$ cat src/rtl/caxi4interconnect_master_addr_decode_stage_pkg.sv
// ============================================================================
// Module  : caxi4interconnect_master_addr_decode_stage_pkg
// Brief   : Shared constants and elaboration helpers for the master decode stage
// Revision: 1.0 - initial release
// ============================================================================
`default_nettype none

package caxi4interconnect_master_addr_decode_stage_pkg;

  // The DECERR pseudo-slave sits one index past the last real slave.
  function automatic int decErrIndex(input int numSlaves);
    return numSlaves;
  endfunction

  function automatic int slotWidth(input int upperBit, input int lowerBit);
    return upperBit - lowerBit;
  endfunction

  function automatic bit cntWidthOk(input int maxOutstanding, input int cntWidth);
    return (maxOutstanding >= 1) && (maxOutstanding < (1 << cntWidth));
  endfunction

  function automatic bit slaveWidthOk(input int numSlaves, input int slaveWidth);
    return (1 << slaveWidth) > numSlaves;
  endfunction

endpackage

`default_nettype wire

$ cat src/rtl/caxi4interconnect_master_addr_decode_stage_slot_match.sv
// ============================================================================
// Module  : caxi4interconnect_slot_match
// Brief   : One inclusive address-window comparator gated by connectivity
// Revision: 1.0 - initial release
// ============================================================================
`default_nettype none

module caxi4interconnect_slot_match #(
  parameter int SLOT_WIDTH = 16
) (
  input  logic [SLOT_WIDTH-1:0] i_addrField,
  input  logic [SLOT_WIDTH-1:0] i_minAddr,
  input  logic [SLOT_WIDTH-1:0] i_maxAddr,
  input  logic                  i_connected,
  output logic                  o_hit
);

  assign o_hit = i_connected && (i_addrField >= i_minAddr) && (i_addrField <= i_maxAddr);

endmodule

`default_nettype wire

$ cat src/rtl/caxi4interconnect_master_addr_decode_stage.sv
// ============================================================================
// Module  : caxi4interconnect_master_addr_decode_stage
// Brief   : Registered address decode with outstanding-count ordering stall
// Revision: 1.0 - initial release
// ============================================================================
`default_nettype none

module caxi4interconnect_master_addr_decode_stage
  import caxi4interconnect_master_addr_decode_stage_pkg::*;
#(
  parameter int NUM_SLAVES        = 8,
  parameter int NUM_SLAVES_WIDTH  = 4,
  parameter int ADDR_WIDTH        = 32,
  parameter int UPPER_COMPARE_BIT = 28,
  parameter int LOWER_COMPARE_BIT = 12,
  parameter logic [NUM_SLAVES*(UPPER_COMPARE_BIT-LOWER_COMPARE_BIT)-1:0] SLOT_MIN_ADDR = '0,
  parameter logic [NUM_SLAVES*(UPPER_COMPARE_BIT-LOWER_COMPARE_BIT)-1:0] SLOT_MAX_ADDR = '0,
  parameter logic [NUM_SLAVES-1:0] CONNECTIVITY = '1,
  parameter int MAX_OUTSTANDING   = 8,
  parameter int CNT_WIDTH         = 4
) (
  input  logic                        ACLK,
  input  logic                        sysReset,
  input  logic [ADDR_WIDTH-1:0]       masterAddr,
  input  logic                        masterValid,
  output logic                        masterReady,
  output logic [ADDR_WIDTH-1:0]       slaveAddr,
  output logic [NUM_SLAVES_WIDTH-1:0] slaveMatched,
  output logic                        decErr,
  output logic                        slaveValid,
  input  logic                        slaveReady,
  input  logic                        txnDone,
  output logic [CNT_WIDTH-1:0]        outstandingCnt,
  output logic                        busy
);

  localparam int c_slotW = slotWidth(UPPER_COMPARE_BIT, LOWER_COMPARE_BIT);
  localparam logic [NUM_SLAVES_WIDTH-1:0] c_decErrIdx = NUM_SLAVES_WIDTH'(decErrIndex(NUM_SLAVES));
  localparam logic [CNT_WIDTH-1:0] c_maxCnt = CNT_WIDTH'(MAX_OUTSTANDING);

  if (!slaveWidthOk(NUM_SLAVES, NUM_SLAVES_WIDTH)) begin : g_badSlaveWidth
    $fatal(1, "NUM_SLAVES_WIDTH cannot encode the DECERR slave index");
  end
  if (!cntWidthOk(MAX_OUTSTANDING, CNT_WIDTH)) begin : g_badCntWidth
    $fatal(1, "CNT_WIDTH cannot hold MAX_OUTSTANDING");
  end

  logic [c_slotW-1:0]          w_addrField;
  logic [NUM_SLAVES-1:0]       w_hits;
  logic [NUM_SLAVES_WIDTH-1:0] w_target;
  logic                        w_isDecErr;
  logic                        w_stall;
  logic                        w_accept;
  logic                        w_doneValid;
  logic [CNT_WIDTH-1:0]        w_cntNext;

  logic [ADDR_WIDTH-1:0]       r_slaveAddr;
  logic [NUM_SLAVES_WIDTH-1:0] r_slaveMatched;
  logic                        r_decErr;
  logic                        r_slaveValid;
  logic [NUM_SLAVES_WIDTH-1:0] r_curSlave;
  logic [CNT_WIDTH-1:0]        r_cnt;

  assign w_addrField = masterAddr[UPPER_COMPARE_BIT-1:LOWER_COMPARE_BIT];

  for (genvar i = 0; i < NUM_SLAVES; i++) begin : g_slot
    caxi4interconnect_slot_match #(
      .SLOT_WIDTH (c_slotW)
    ) u_slotMatch (
      .i_addrField (w_addrField),
      .i_minAddr   (SLOT_MIN_ADDR[i*c_slotW +: c_slotW]),
      .i_maxAddr   (SLOT_MAX_ADDR[i*c_slotW +: c_slotW]),
      .i_connected (CONNECTIVITY[i]),
      .o_hit       (w_hits[i])
    );
  end

  // Scan downward so the lowest-index hit is the last assignment and wins.
  always_comb begin
    w_target = c_decErrIdx;
    for (int i = NUM_SLAVES - 1; i >= 0; i--) begin
      if (w_hits[i]) w_target = NUM_SLAVES_WIDTH'(i);
    end
  end

  assign w_isDecErr = ~|w_hits;

  // A target switch waits for full drain so responses return in request order.
  assign w_stall     = (r_cnt == c_maxCnt) || ((r_cnt != '0) && (w_target != r_curSlave));
  assign masterReady = (!r_slaveValid || slaveReady) && !w_stall;
  assign w_accept    = masterValid && masterReady;
  assign w_doneValid = txnDone && (r_cnt != '0);

  always_comb begin
    w_cntNext = r_cnt;
    case ({w_accept, w_doneValid})
      2'b10:   w_cntNext = r_cnt + 1'b1;
      2'b01:   w_cntNext = r_cnt - 1'b1;
      default: w_cntNext = r_cnt;
    endcase
  end

  always_ff @(posedge ACLK or posedge sysReset) begin
    if (sysReset) begin
      r_slaveAddr    <= '0;
      r_slaveMatched <= '0;
      r_decErr       <= 1'b0;
      r_slaveValid   <= 1'b0;
      r_curSlave     <= '0;
      r_cnt          <= '0;
    end else begin
      r_cnt <= w_cntNext;
      if (w_accept) begin
        r_slaveAddr    <= masterAddr;
        r_slaveMatched <= w_target;
        r_decErr       <= w_isDecErr;
        r_slaveValid   <= 1'b1;
        r_curSlave     <= w_target;
      end else if (slaveReady) begin
        r_slaveValid <= 1'b0;
      end
    end
  end

  assign slaveAddr      = r_slaveAddr;
  assign slaveMatched   = r_slaveMatched;
  assign decErr         = r_decErr;
  assign slaveValid     = r_slaveValid;
  assign outstandingCnt = r_cnt;
  assign busy           = (r_cnt != '0);

endmodule

`default_nettype wire

$ cat config.mk
export PLATFORM = sky130hd
export DESIGN_NAME = caxi4interconnect_master_addr_decode_stage
export DESIGN_NICKNAME = d
export VERILOG_FILES = /design/src/rtl/caxi4interconnect_master_addr_decode_stage_pkg.sv /design/src/rtl/caxi4interconnect_master_addr_decode_stage_slot_match.sv /design/src/rtl/caxi4interconnect_master_addr_decode_stage.sv
export SDC_FILE = /design/constraint.sdc
export NUM_CORES = 1
export LEC_CHECK = 0
export ABC_CLOCK_PERIOD_IN_PS = 2400
export CAP_MARGIN = 20
export CORE_ASPECT_RATIO = 0.9
export CORE_UTILIZATION = 48
export CTS_CLUSTER_SIZE = 25
export DETAILED_ROUTE_END_ITERATION = 10
export DONT_BUFFER_PORTS = 1
export PLACE_DENSITY = 0.71
export SLEW_MARGIN = 20
export SYNTH_ARGS = -nofsm -noshare
export SYNTH_HDL_FRONTEND = slang
export SYNTH_SLANG_ARGS = --single-unit
$ cat constraint.sdc
create_clock -name ACLK -period 2.4 [get_ports ACLK]
set_input_delay 0 -clock ACLK [delete_from_list [all_inputs] [get_ports ACLK]]
set_output_delay 0 -clock ACLK [all_outputs]
set_load 0.01 [all_outputs]
======== Word-level counts from Yosys, hierarchy flattened ========
Cells that the tools add are included.
word-level totals
  input port bits ......................... 37
  register bits after elaboration ......... 42
cells by class
  add/sub/neg operators ................... 2
  mux-type cells .......................... 4
  equal/unequal tests ..................... 4
  reduce and logical (&&, ||, !) cells .... 13
  magnitude comparators ................... 2
operators with widths
  cell                   number
  $ge A16 B1 Y1 const B  1
  $le A16 B1 Y1 const B  1
  $pmux W4 S2            1
  $logic_and A1 B1 Y1    5
  $add A4 B1 Y4 const B  1
  $eq A4 B4 Y1 const B   1
  $mux W4                1
  $ne A4 B4 Y1           1
  $reduce_bool A2 Y1     2
  $reduce_bool A4 Y1     1
  $sub A4 B1 Y4 const B  1
  $logic_not A1 Y1       3
  $eq A2 B1 Y1 const B   1
  $eq A2 B2 Y1 const B   1
  $logic_or A1 B1 Y1     2
  $mux W1                2

======== Longest topological paths before layout ========
Gate-level depths: netlist of the first run.
  depth after elaboration ................. 11
  mapped depth ............................ 12
  mapped depth without buffers ............ 10

======== By module ========
A second synthesis of the first run with hierarchy kept.
unflattened totals
  cells, all modules ...................... 1042
  area total of the unflattened synthesis .. 8255.4 um^2
modules (own cells, without submodules)
  module                                      area each (um^2)  seq. area each (um^2)  cells an instance  instances
  caxi4interconnect_slot_match                790.8             0.0                    113                8
  caxi4interconnect_master_addr_decode_stage  1929.4            1051.0                 138                1

======== Worst setup path before layout of the first run ========
Ideal clock, no wire load.
  path kind ............................... register -> register
  from .................................... reg r_cnt[0], in the netlist outstandingCnt[0]
  to ...................................... reg r_cnt[3], in the netlist outstandingCnt[3]
  period minus slack after synthesis ...... 2.680 ns
  cell stages (with the launch flop) ...... 13
  data arrival time ....................... 2.600 ns
  path slack .............................. -0.280 ns
  setup time .............................. 0.080 ns
  required time ........................... 2.320 ns
  cells stage by stage .................... dfrtp_1 > buf_6 > nor4_4 > and3_1 > buf_2 > buf_2 > a21oi_1 > ha_1 > ha_1 > a21o_1 > a21oi_1 > mux2i_1 > xnor2_1
between the ends
  cells in the longest elaborated chain, start to end .. 8
  elaborated cells on any way between the ends .. 14
RTL lines
  item                                                      line                                                                                                RTL
  start: declaration                                        caxi4interconnect_master_addr_decode_stage.sv:62                                                    logic [CNT_WIDTH-1:0] r_cnt;
  start signal: assignment                                  caxi4interconnect_master_addr_decode_stage.sv:112                                                   r_cnt <= w_cntNext;
  $reduce_bool A4 Y1                                        caxi4interconnect_master_addr_decode_stage.sv:89, caxi4interconnect_master_addr_decode_stage.sv:92
  $logic_and A1 B1 Y1                                       caxi4interconnect_master_addr_decode_stage.sv:89                                                    assign w_stall = (r_cnt == c_maxCnt) || ((r_cnt != '0) && (w_target != r_curSlave));
  $logic_or A1 B1 Y1                                        caxi4interconnect_master_addr_decode_stage.sv:89
  $logic_not A1 Y1                                          caxi4interconnect_master_addr_decode_stage.sv:90                                                    assign masterReady = (!r_slaveValid || slaveReady) && !w_stall;
  $logic_and A1 B1 Y1                                       caxi4interconnect_master_addr_decode_stage.sv:90
  $logic_and A1 B1 Y1                                       caxi4interconnect_master_addr_decode_stage.sv:91                                                    assign w_accept = masterValid && masterReady;
  $eq A2 B1 Y1 / $eq A2 B2 Y1 (equally long branches)       caxi4interconnect_master_addr_decode_stage.sv:96                                                    case ({w_accept, w_doneValid})
  $pmux W4 S2 / $reduce_bool A2 Y1 (equally long branches)  -
Several ways; a longest one is shown, not always the timed one.
A chain may end at the register's enable or synchronous reset.

======== Worst setup path in the final report of the first run ========
  from .................................... reg r_cnt[3], in the netlist outstandingCnt[3]
  to ...................................... reg r_cnt[3], in the netlist outstandingCnt[3]
The elaborated chain is that of the path after synthesis.

==> results, run 1 <==
- Counting I/O delays and the setup requirement, the final critical path takes roughly 2200 ps.
- Based on the critical path, the design can be clocked at up to between 400 and 500 MHz.
- The count of routing violations after the opening detailed-route iteration is about 430.
- The repair_antennas step left the layout with diodes totalling 0.
- The setup violation total in the final timing report is 0.
- The number of antenna violations at the first check in global routing was 0.
- The pre-antenna-repair detailed-routing pass consisted of 7 iterations.
- The cell sitting at the root of the clock tree is a clkbuf_8.
- STA classifies the critical path endpoint as a register.
- Along the worst path, the maximum fanout reaches 4.
- Clock tree synthesis found a total of 38 sinks.
- The die covers around 7500 um^2.
- The clock network is responsible for between 10% and 20% of the overall power.
- After synthesis, the share of flip-flops with an asynchronous set or reset is between 90% and 100%.
- The buffer levels on the longest clock path is 2.
- The most frequently used flop master after synthesis is dfrtp_1.
- Fill cells in the final layout number 602.
- The number of buffers and inverters on the critical path is 0.
- Entering global routing, the biggest net connects 117 pins.
- The end of the worst hold path is slaveAddr[9].
- The number of routed nets with antenna violations is 0.
- The synthesized instance count is between 400 and 500.
- The cell-internal power is between 2 and 2.5 mW.
- The largest incremental delay on the critical path is ~480 ps.
- The relative slew slack is between 40% and 50%.
- The worst-margin pin slew is around 880 ps.
- The unique cell type count in the Yosys netlist is 37.
- Across every metal layer, demand over resource in global routing totals a little over a quarter.
- The worst hold path begins at masterValid.
- The setup skew after layout is between 5 and 6 ps.
- The switching power total is approximately 2.3 mW.
- The synthesized flop and latch total is 38.
- The clock tree from TritonCTS is yes.
- The remaining design rule violation count is 0.
- The kind of start point of the critical path is a register.
- The run finished with clean final reports.
- After legalization and detailed placement, the total HPWL measured 5710 um.
- The largest area contributor in the netlist is dfrtp_1.
- The Yosys warning count is 0.
- The worst register-to-register path begins at outstandingCnt[3].
- Yosys mapped a number of flops with a built-in enable equal to 0.
- Input and output buffers added on the ports amount to 0.
- The worst path required time is ~2600 ps.
- Max-cap violations in this run came to 0.
- The critical path goes through nor4_4 -> and3_2 -> a21oi_1 -> ha_2 -> ha_4 -> a21o_1 -> a21oi_2 -> mux2i_1 -> xnor2_1.
- The total I/O pin count is between 80 and 90.
- The utilization after layout is between 50% and 60%.
- The sequential-to-total area share from yosys stat is around 28%.
- Routability-driven placement finished with a final weighted congestion of around 0.79.
- The initialized floorplan defines 28 standard-cell rows.
- The commonest cells after synthesis are 65 x nand2_1, 38 x dfrtp_1, 38 x inv_1, 33 x nand4_1, 32 x a311oi_1.
- The final layout contains 474 nets.
- The worst hold path belongs to the class in2reg.
- The insertion delay of the later-clocked pin in the worst-skew pair is approximately 300 ps.
- In the post-synthesis netlist, the cell with the most instances is nand2_1.
- Data arrives at the worst endpoint at 2450 ps.
- The final total negative setup slack is 0 ps.
- The vertical extent of the die is 82.1 um.
- The number of global-route vias before repair is approximately 3,200.
- IR analysis of the VDD net gives a maximum drop of ~0.00071 V.
- Dividing the detail-routed wire length by the instance count gives 19.4 um.
- In this run switching power makes up about half of total power.
- Post-CTS repair changed the size of 0 cells.
- The top cell type by area accounts for between 20% and 30% of the synthesized area.
- TritonCTS created 5 clock buffers.
- The share of total power dissipated in sequential elements is between 30% and 40%.
- By area the synthesized netlist is led by dfrtp_1 28%, a311oi_1 8.2%, nand2_1 7.1%, nand4_1 6.0%, mux2i_1 5.3%.
- The highest-delay cell along the critical path is dfrtp_2.
- The remaining global-route overflow is 0.
- Among cell families on the critical path, the largest total delay comes from simple AND/OR/NAND/NOR gates.
- The final max-slew violation count is 0.
- The worst hold path passes through 3 cells.
- The ratio of cells with drive above 1 in the final layout is under 10%.
- Across all register-to-register paths, the minimum setup slack is roughly 170 ps.
- The leakage power is approximately 1.6 nW.
- The final hold violation count is 0.
- After clock tree synthesis, the clock-pin slew on the worst setup and hold paths is around 80 ps.
- The mean number of vias per cell is 6.78.
- The area growth from synthesis to layout is 12.7%.
- The H-tree was split into 2 levels.
- The core box area is just under 7000 um^2.
- The start-to-end type of the worst setup path is reg2reg.
- The synthesized netlist occupies a cell area of approximately 3400 um^2.
- In this run the critical register-to-register path is captured at outstandingCnt[3].
- Per report_power, the combinational group accounts for a little over half of the total.
- Counting cells, the worst reg-to-reg path comes to 9.
- Summing over every cut layer, the via total after detailed routing is approximately 3,600.
- The share of the cycle needed by the critical path after routing is about 93%.
- The synthesized area per cell is 7.88 um^2.
- Setup repair after global routing left no endpoint under its margin.
- The first global-routing pass estimated approximately 16,000 um of wire.
- Measured along the x axis, the die boundary spans 91.0 um.
- The total power density per cell area is 1170 nW/um^2.
- The final wirelength is slightly above 10,000 um.
- The initial utilization of the core area, before any placement, comes to between 50% and 60%.
timing repair:
| item | 4_1_cts | 5_1_grt |
|---|---|---|
| setup buffers | 0 | 0 |
| endpoints found under the hold margin | 55 | 0 |
| hold buffers | 34 | 0 |
placed cells by master, fill, tap and decap left out, types with 17 or more instances in the layout:
cell	netlist	routed
inv_1	38	37
dlygate4sd3_1	0	34
nand2_1	65	65
a31oi_1	17	17
nor4_1	20	20
a311oi_1	32	32
mux2i_1	18	18
dfrtp_1	38	35
nand4_1	33	33
layout make-up:
| cell class | instances | area [um^2] | share of cell area, % |
|---|---|---|---|
| inverter | 39 | 146 | 3.80 |
| clock inverter | 1 | 5.00 | 0.130 |
| tap | 90 | 113 | 2.92 |
| sequential | 38 | 957 | 24.8 |
| timing repair buffer | 51 | 480 | 12.5 |
| multi-input combinational | 298 | 2070 | 53.6 |
| clock buffer | 7 | 86.3 | 2.24 |
routing by layer:
layer | share of wire [%] | global-route usage, % | vias up
li1 | - | - | 1636
met1 | 44 | 36.3 | 1689
met2 | 45 | 41.5 | 205
met3 | 9.5 | 7.50 | 22
met4 | 1.8 | 10.0 | 0
met5 | 0 | 0 | -
per-stage QoR:
| stage | setup WS, ps | hold WS (ps) | cells | cell area [um^2] | power [mW] |
|---|---|---|---|---|---|
| floorplan | 6.98 | 135 | 436 | 3470 | 3.49 |
| global placement | 212 | 2.14 | 482 | 3420 | 3.89 |
| detailed placement | 167 | 6.35 | 482 | 3420 | 3.97 |
| CTS | 149 | 1.67 | 524 | 3850 | 4.51 |
| global route | 19.9 | 15.7 | 524 | 3850 | 4.90 |
| finish | 170 | 6.44 | 524 | 3850 | 4.53 |
registers in the layout, indices dropped and copies added (netlist names):
register	flops
slaveValid	1
outstandingCnt	4
r_curSlave	1
slaveAddr	32
power by group through the flow:
stage | clock (mW) | sequential (mW) | combinational, mW
6_report | 0.480 | 1.57 | 2.48
4_1_cts | 0.485 | 1.56 | 2.46
3_5_place_dp | 0 | 1.58 | 2.40
5_1_grt | 0.510 | 1.63 | 2.77
3_3_place_gp | 0 | 1.56 | 2.33
2_1_floorplan | 0 | 1.47 | 2.02
kinds of logic (layout without fill, tap and decap cells):
group / after synthesis / count (layout) / synth area share, %
AO/OA/AOI/OAI: 106 / 106 / 25.3
XOR/XNOR: 5 / 5 / 1.28
adder cells (fa/ha/maj): 4 / 4 / 1.68
buffers and inverters: 100 / 98 / 12.8
flip-flops: 38 / 38 / 27.8
multiplexers: 18 / 18 / 5.27
other: 1 / 3 / 0.110
AND/OR/NAND/NOR: 162 / 162 / 25.7
worst reg2reg max path: stages (launching register included):
cell,delay [ps]
dfrtp_2,480
nor4_4,330
and3_2,230
a21oi_1,50
ha_2,220
ha_4,210
a21o_1,150
a21oi_2,130
mux2i_1,230
xnor2_1,130
how the worst max path moves through the flow:
stage | to | slack (ps) | depth (start not counted) | from
floorplan | outstandingCnt[3] | 7 | 11 | outstandingCnt[0]
global placement | outstandingCnt[3] | 210 | 10 | masterAddr[17]
detailed placement | outstandingCnt[3] | 170 | 9 | outstandingCnt[3]
CTS | outstandingCnt[3] | 150 | 9 | outstandingCnt[3]
global route | outstandingCnt[3] | 20 | 9 | outstandingCnt[3]
finish | outstandingCnt[3] | 170 | 9 | outstandingCnt[3]
Note: power is estimated with default switching activity, not from simulation.
==> run 2, diff against run 1 <==
Settings changed: ABC_AREA from default to 1.
==> results, run 2 <==
- The flow ran to the end, and the final reports show no timing, DRC or antenna violations.
- The Yosys warning count is 0.
- The pre-antenna-repair detailed-routing pass consisted of 4 iterations.
- The number of routed nets with antenna violations is 0.
- The filler cell count in the final layout is just over 300.
- Counting every sink on the clock net gives 38.
- The proportion of synthesized flip-flops having asynchronous set or reset is between 90% and 100%.
- Entering global routing, the biggest net connects 36 pins.
- The die covers about 4200 um^2.
- Cells with a size suffix above 1 make up 7.87% of the layout.
- Setup total negative slack on the finished layout was measured at 0 ps.
- The initialized floorplan defines 21 standard-cell rows.
- After synthesis, the cell types taking the most area are dfrtp_1 50%, nand2_1 16%, nand4_1 11%, buf_4 2.4%, buf_8 2.4%.
- In this run the vertical extent of the chip is around 62 um.
- Headroom to the max-slew limit came out at 37.2%.
- Yosys mapped the design onto 27 distinct sky130hd cell types.
- In this run the power density over the cells is ~1200 nW/um^2.
- The sequential-to-total area share from yosys stat is about half.
- Compared with the post-synthesis result, the final layout area differs by 24.9%.
- The clock tree from TritonCTS is yes.
- Clock-pin slew was measured on the worst setup and hold paths at 70 ps.
- Of all cell types, the one taking the most synthesized area is dfrtp_1.
- The critical path data arrival time is approximately 2300 ps.
- In this run the deepest clock path goes through 2 buffers.
- The type of the worst min-delay path is in2reg.
- The final max-slew violation count is 0.
- The highest net fanout along the worst path is 5.
- Detailed placement finished with a half-perimeter wire length of between 2000 and 3000 um.
- The share of Yosys cell area claimed by the top area cell type is between 40 and 50%.
- Max-cap violations in this run came to 0.
- The count of routing violations after the opening detailed-route iteration is 67.
- The combined global-route utilization of all metal layers is roughly a quarter.
- VDD sags by at most 0.000806 V.
- The final hold violation count is 0.
- The remaining design rule violation count is 0.
- At the end of routability-driven placement, the weighted congestion stood at 0.723.
- By count the netlist is led by 81 x nand2_1, 38 x dfrtp_1, 33 x nand4_1, 10 x nor2_1, 9 x inv_1.
- The synthesized flop and latch total is 38.
- The kind of start point of the critical path is a register.
- In the layout the commonest cells are 81 x nand2_1, 44 x dlygate4sd3_1, 38 x dfrtp_1, 33 x nand4_1, 10 x nor2_1.
- The insertion delay of the later-clocked pin in the worst-skew pair is around 280 ps.
- The leakage power is 1.16 nW.
- The number of clock buffers inserted by TritonCTS is 5.
- The worst path uses ~90% of the clock period.
- The final layout contains 295 nets.
- The worst hold slack after final layout is between 100 and 150 ps.
- After technology mapping, the gate count stands at roughly 210.
- Pin placement for this block handled between 80 and 90 I/O pins.
- Subtracting the final worst setup slack from the clock period gives between 2000 and 2500 ps.
- The setup skew after layout is 6.16 ps.
- After synthesis the cells add up to between 1500 and 2000 um^2.
- The number of vias in the routed layout is about 1,600.
- The final wirelength is 4710 um.
- The flip-flop count of the largest register, all copies and words added is 32.
- The setup violation total in the final timing report is 0.
- For the pin with the worst max-slew slack, the measured transition is between 900 and 1000 ps.
- The H-tree was split into 2 levels.
- The library cell used most frequently in the layout, excluding fill and tap cells, is nand2_1.
- The worst path required time is ~2600 ps.
- The mean number of vias per cell is between 5 and 6.
- The tree is rooted in a clkbuf_8.
- The endpoint class of the critical path is a register.
- The core region is ~3800 um^2.
- For this run, the leading register cell type out of synthesis is dfrtp_1.
- The die width is just under 70 um.
- The number of buffer cells added on primary ports is 0.
- Based on the critical path, the design can be clocked at up to 461 MHz.
- For this run, the share of the core covered by cells in the final layout is approximately 63%.
- Setup repair after global routing left no endpoint under its margin.
- The number of global-route vias before repair came to ~1,600.
- The number of antenna violations at the first check in global routing is 0.
- After detailed routing, the average wire length per cell comes to about 16 um.
- The initial standard-cell utilization of the core is a little over 50%.
- The remaining global-route overflow is 0.
- The area of combinational cells with multiple inputs is just under 800 um^2.
- The cell with the most instances after synthesis is nand2_1.
- The first-pass GRT wire length is between 7000 and 8000 um.
- The number of antenna cells inserted is 0.
- The start-to-end type of the worst setup path is reg2reg.
- The register area is ~950 um^2.
- The synthesized area per cell is ~9 um^2.
- Counting flops with a built-in enable in the synthesized netlist gives 0.
-- run 2: logic make-up after synthesis --
group	count (synthesis)	synth area share (%)
AO/OA/AOI/OAI	4	1.18
XOR/XNOR	3	1.38
adder cells (fa/ha/maj)	4	3.02
buffers and inverters	26	9.71
flip-flops	38	49.9
other	1	0.197
AND/OR/NAND/NOR	136	34.6
-- run 2: report_power, final --
| part | total, mW | internal [mW] | leakage [nW] | switching [mW] |
|---|---|---|---|---|
| registers | 1.31 | 0.951 | 0.472 | 0.363 |
| clock network | 0.400 | 0.200 | 0.0383 | 0.201 |
| logic | 1.18 | 0.452 | 0.647 | 0.730 |
| total | 2.90 | 1.60 | 1.16 | 1.29 |
-- run 2: cell type report --
type | instances | area share, %
clock buffers | 7 | 3.20
flip-flops and latches | 38 | 39.9
repair buffers | 50 | 20.4
inverters | 9 | 1.42
multi-input cells | 150 | 32.7
well taps | 46 | 2.42
-- run 2: per-stage QoR --
step / instances / total power, mW / instance area [um^2] / setup WS (ps)
2_1_floorplan: 214 / 2.29 / 1910 / 84.3
3_3_place_gp: 249 / 2.35 / 1870 / 294
3_5_place_dp: 249 / 2.39 / 1870 / 210
4_1_cts: 300 / 2.91 / 2380 / 200
5_1_grt: 300 / 3.17 / 2380 / 9.91
6_report: 300 / 2.90 / 2380 / 232
-- run 2: worst max-delay path, stage by stage, from the launching register on --
cell and delay (ps):
dfrtp_1 440, inv_1 170, nand3_4 140, nand3_2 120
nand4_4 70, ha_1 240, ha_1 270, nand2_1 60
nand2_1 40, a21oi_1 150, nor2_1 60, nor2_1 80
nand2_1 60, xor2_1 130
-- run 2: worst paths after layout --
check,startpoint,endpoint,slack (ps),cells after the start
worst min-delay path,masterAddr[25],r_curSlave[3],100,6
max in group asynchronous,sysReset,slaveAddr[18],1380,3
min in group asynchronous,sysReset,slaveAddr[6],270,2
worst max register to register,outstandingCnt[2],outstandingCnt[3],230,13
worst max-delay path,outstandingCnt[2],outstandingCnt[3],230,13
worst min register to register,slaveAddr[15],slaveAddr[15],550,2
-- run 2: repair_timing --
item	CTS	global route
setup buffers	0	0
hold buffers	44	0
endpoints found under the hold margin	50	0
setup endpoints to repair	0	0
resized for setup	0	0
-- run 2: routing by layer --
layer | part of all wire (%) | vias up | track usage [%]
met2 | 49 | 69 | 41.7
met3 | 7.2 | 2 | 6.39
met5 | 0 | - | 0
met1 | 43 | 773 | 29.3
met4 | 0.40 | 0 | 6.25
li1 | - | 770 | -
==> run 3, diff against run 2 <==
Settings changed: RECOVER_POWER from default to 25, REMOVE_ABC_BUFFERS from default to 1.
==> results, run 3 (same netlist as run 2, synthesis figures left out) <==
- The number of iterations in the first detailed-routing pass is 4.
- The remaining global-route overflow is 0.
- The per-cell routed wire length is roughly 17 um.
- The number of rows created at floorplan is 21.
- The initial standard-cell utilization of the core is 50.7%.
- The number of global-route vias before repair is approximately 1,700.
- The worst hold path belongs to the class in2reg.
- The top achievable clock speed is approximately 460 MHz.
- The placer congestion estimate is roughly 0.76.
- In this run the remaining antenna-violating nets after routing total 0.
- The worst voltage drop across the vdd grid is approximately 0.00073 V.
- In this run the post-CTS setup repair buffer count came out at 0.
- Max-cap violations in this run came to 0.
- The combined global-route utilization of all metal layers is between 20% and 30%.
- The share of the cycle needed by the critical path after routing is 90.7%.
- The multi-input combinational cells in the finished layout cover a total of slightly below 800 um^2.
- The number of hold-repair buffers added at the cts stage is 50.
- The number of antenna violations at the first check in global routing is 0.
- Of the cells placed in the final design, the portion with a size suffix greater than 1 is under 10%.
- The final setup slack of the worst path is approximately 220 ps.
- The final wirelength is between 5000 and 6000 um.
- The utilization after layout is 65.4%.
- The area enclosed by the die boundary is between 4000 and 5000 um^2.
- The worst setup path is captured at a register.
- The area growth from synthesis to final layout is 28.9%.
- The number of vias in the routed layout is approximately 1,700.
- Excluding fillers, the count of instances in the completed layout stands at 307.
- The repair_antennas step left the layout with diodes totalling 0.
- The highest net fanout along the worst path is 5.
- The final hold violation count is 0.
- The mean number of vias per cell is approximately 5.5.
- The worst-margin pin slew is 941 ps.
- Setup repair after global routing left no endpoint under its margin.
- The cell total after placement is 249.
- The insertion delay of the later-clocked pin in the worst-skew pair is ~280 ps.
- The library cells used most frequently in the layout, excluding fill and tap cells, are 81 x nand2_1, 50 x dlygate4sd3_1, 38 x dfrtp_1, 33 x nand4_1, 10 x nor2_1.
- The net count of the finished layout is 301.
- The first global-routing pass estimated about 7500 um of wire.
- The worst path required time is roughly 2600 ps.
- Leaving out fill and tap cells, the most frequent cell in the layout is nand2_1.
- The core box area is approximately 3800 um^2.
- The run finished with clean final reports.
- OpenSTA, run right after detailed placement, puts the worst setup slack at 217 ps.
- The tree built by TritonCTS fans out to 38 sinks.
- about 80 I/O pins were placed.
- The start-to-end type of the worst setup path is reg2reg.
- The final critical path time including I/O delays and setup is roughly 2200 ps.
- The die width is 68.4 um.
- After clock tree synthesis, the clock-pin slew on the worst setup and hold paths is about 80 ps.
- Setup violations remaining at the end of the flow were counted as 0.
- Between clock sinks in the finished design, the worst skew comes to ~4.1 ps.
- Measured against its own limit, the worst slew margin works out to a little under two fifths.
- Summed over all cells, the static leakage comes to 1.18 nW.
- The final max-slew violation count was 0.
- The root buffer selected by CTS is clkbuf_8.
- TritonCTS built the clock tree.
- Entering global routing, the biggest net connects 39 pins.
- In this run, the number of DRC markers left after iteration 0 of detailed routing was 132.
- Summed over all nets, the half-perimeter wirelength after detailed placement is ~2700 um.
- The remaining design rule violation count is 0.
- The floorplan step set the die height to 61.8 um.
- The longest clock path from root to sink contains 2 buffers.
- In this run the power density over the cells is between 1000 and 1500 nW/um^2.
- CTS built an H-tree with a depth of 2.
- The register area is between 900 and 1000 um^2.
- Post-CTS repair changed the size of 0 cells.
- The kind of start point of the critical path is a register.
- The filler cells instantiated in the layout total just over 300.
- The number of clock buffers inserted by TritonCTS is 5.
- Input and output buffers added on the ports amount to 0.
- STA puts the critical path data arrival time at about 2300 ps.
- The tightest hold path in the finished design has a slack of 98.7 ps.
- The flip-flop count of the largest register, all copies and words added is 32.
## run 3: worst max-delay path: stages (launching register included)
cell	delay, ps
dfrtp_1	440
inv_1	160
nand3_4	140
nand3_2	120
nand4_4	70
ha_1	240
ha_1	280
nand2_1	70
nand2_1	40
a21oi_1	160
nor2_1	60
nor2_1	80
nand2_1	60
xor2_1	140
## run 3: where the power goes
| part | switching (mW) | internal [mW] |
|---|---|---|
| Combinational | 0.763 | 0.481 |
| Clock | 0.232 | 0.231 |
| Sequential | 0.365 | 0.949 |
## run 3: path summary, 6_finish.rpt
check	slack (ps)	to	depth (start not counted)	start
min in group asynchronous	460	slaveAddr[29]	3	sysReset
max	220	outstandingCnt[3]	13	outstandingCnt[3]
max in group asynchronous	1360	outstandingCnt[1]	3	sysReset
min reg2reg	560	slaveAddr[15]	2	slaveAddr[15]
max reg2reg	220	outstandingCnt[3]	13	outstandingCnt[3]
min	100	r_curSlave[3]	6	masterAddr[25]
## run 3: final cells by class
cell class	instances	area share, %
well taps	46	2.34
multi-input cells	150	31.7
clock buffers	6	3.36
inverters	9	1.37
flip-flops and latches	38	38.7
clock inverters	2	0.509
repair buffers	56	22.1
## run 3: routing by layer
metal | track usage, % | part of all wire, %
met1 | 29.6 | 41
met3 | 6.93 | 7.9
met4 | 8.93 | 0.46
met2 | 43.6 | 51
met5 | 0 | 0
## run 3: per-stage QoR
stage	setup TNS [ps]	area (um^2)	power [mW]
after floorplan	-86.5	1760	2.08
after global placement	0	1870	2.37
after detailed placement	0	1870	2.40
after CTS	0	2460	3.01
after global routing	0	2460	3.27
final	0	2460	3.02
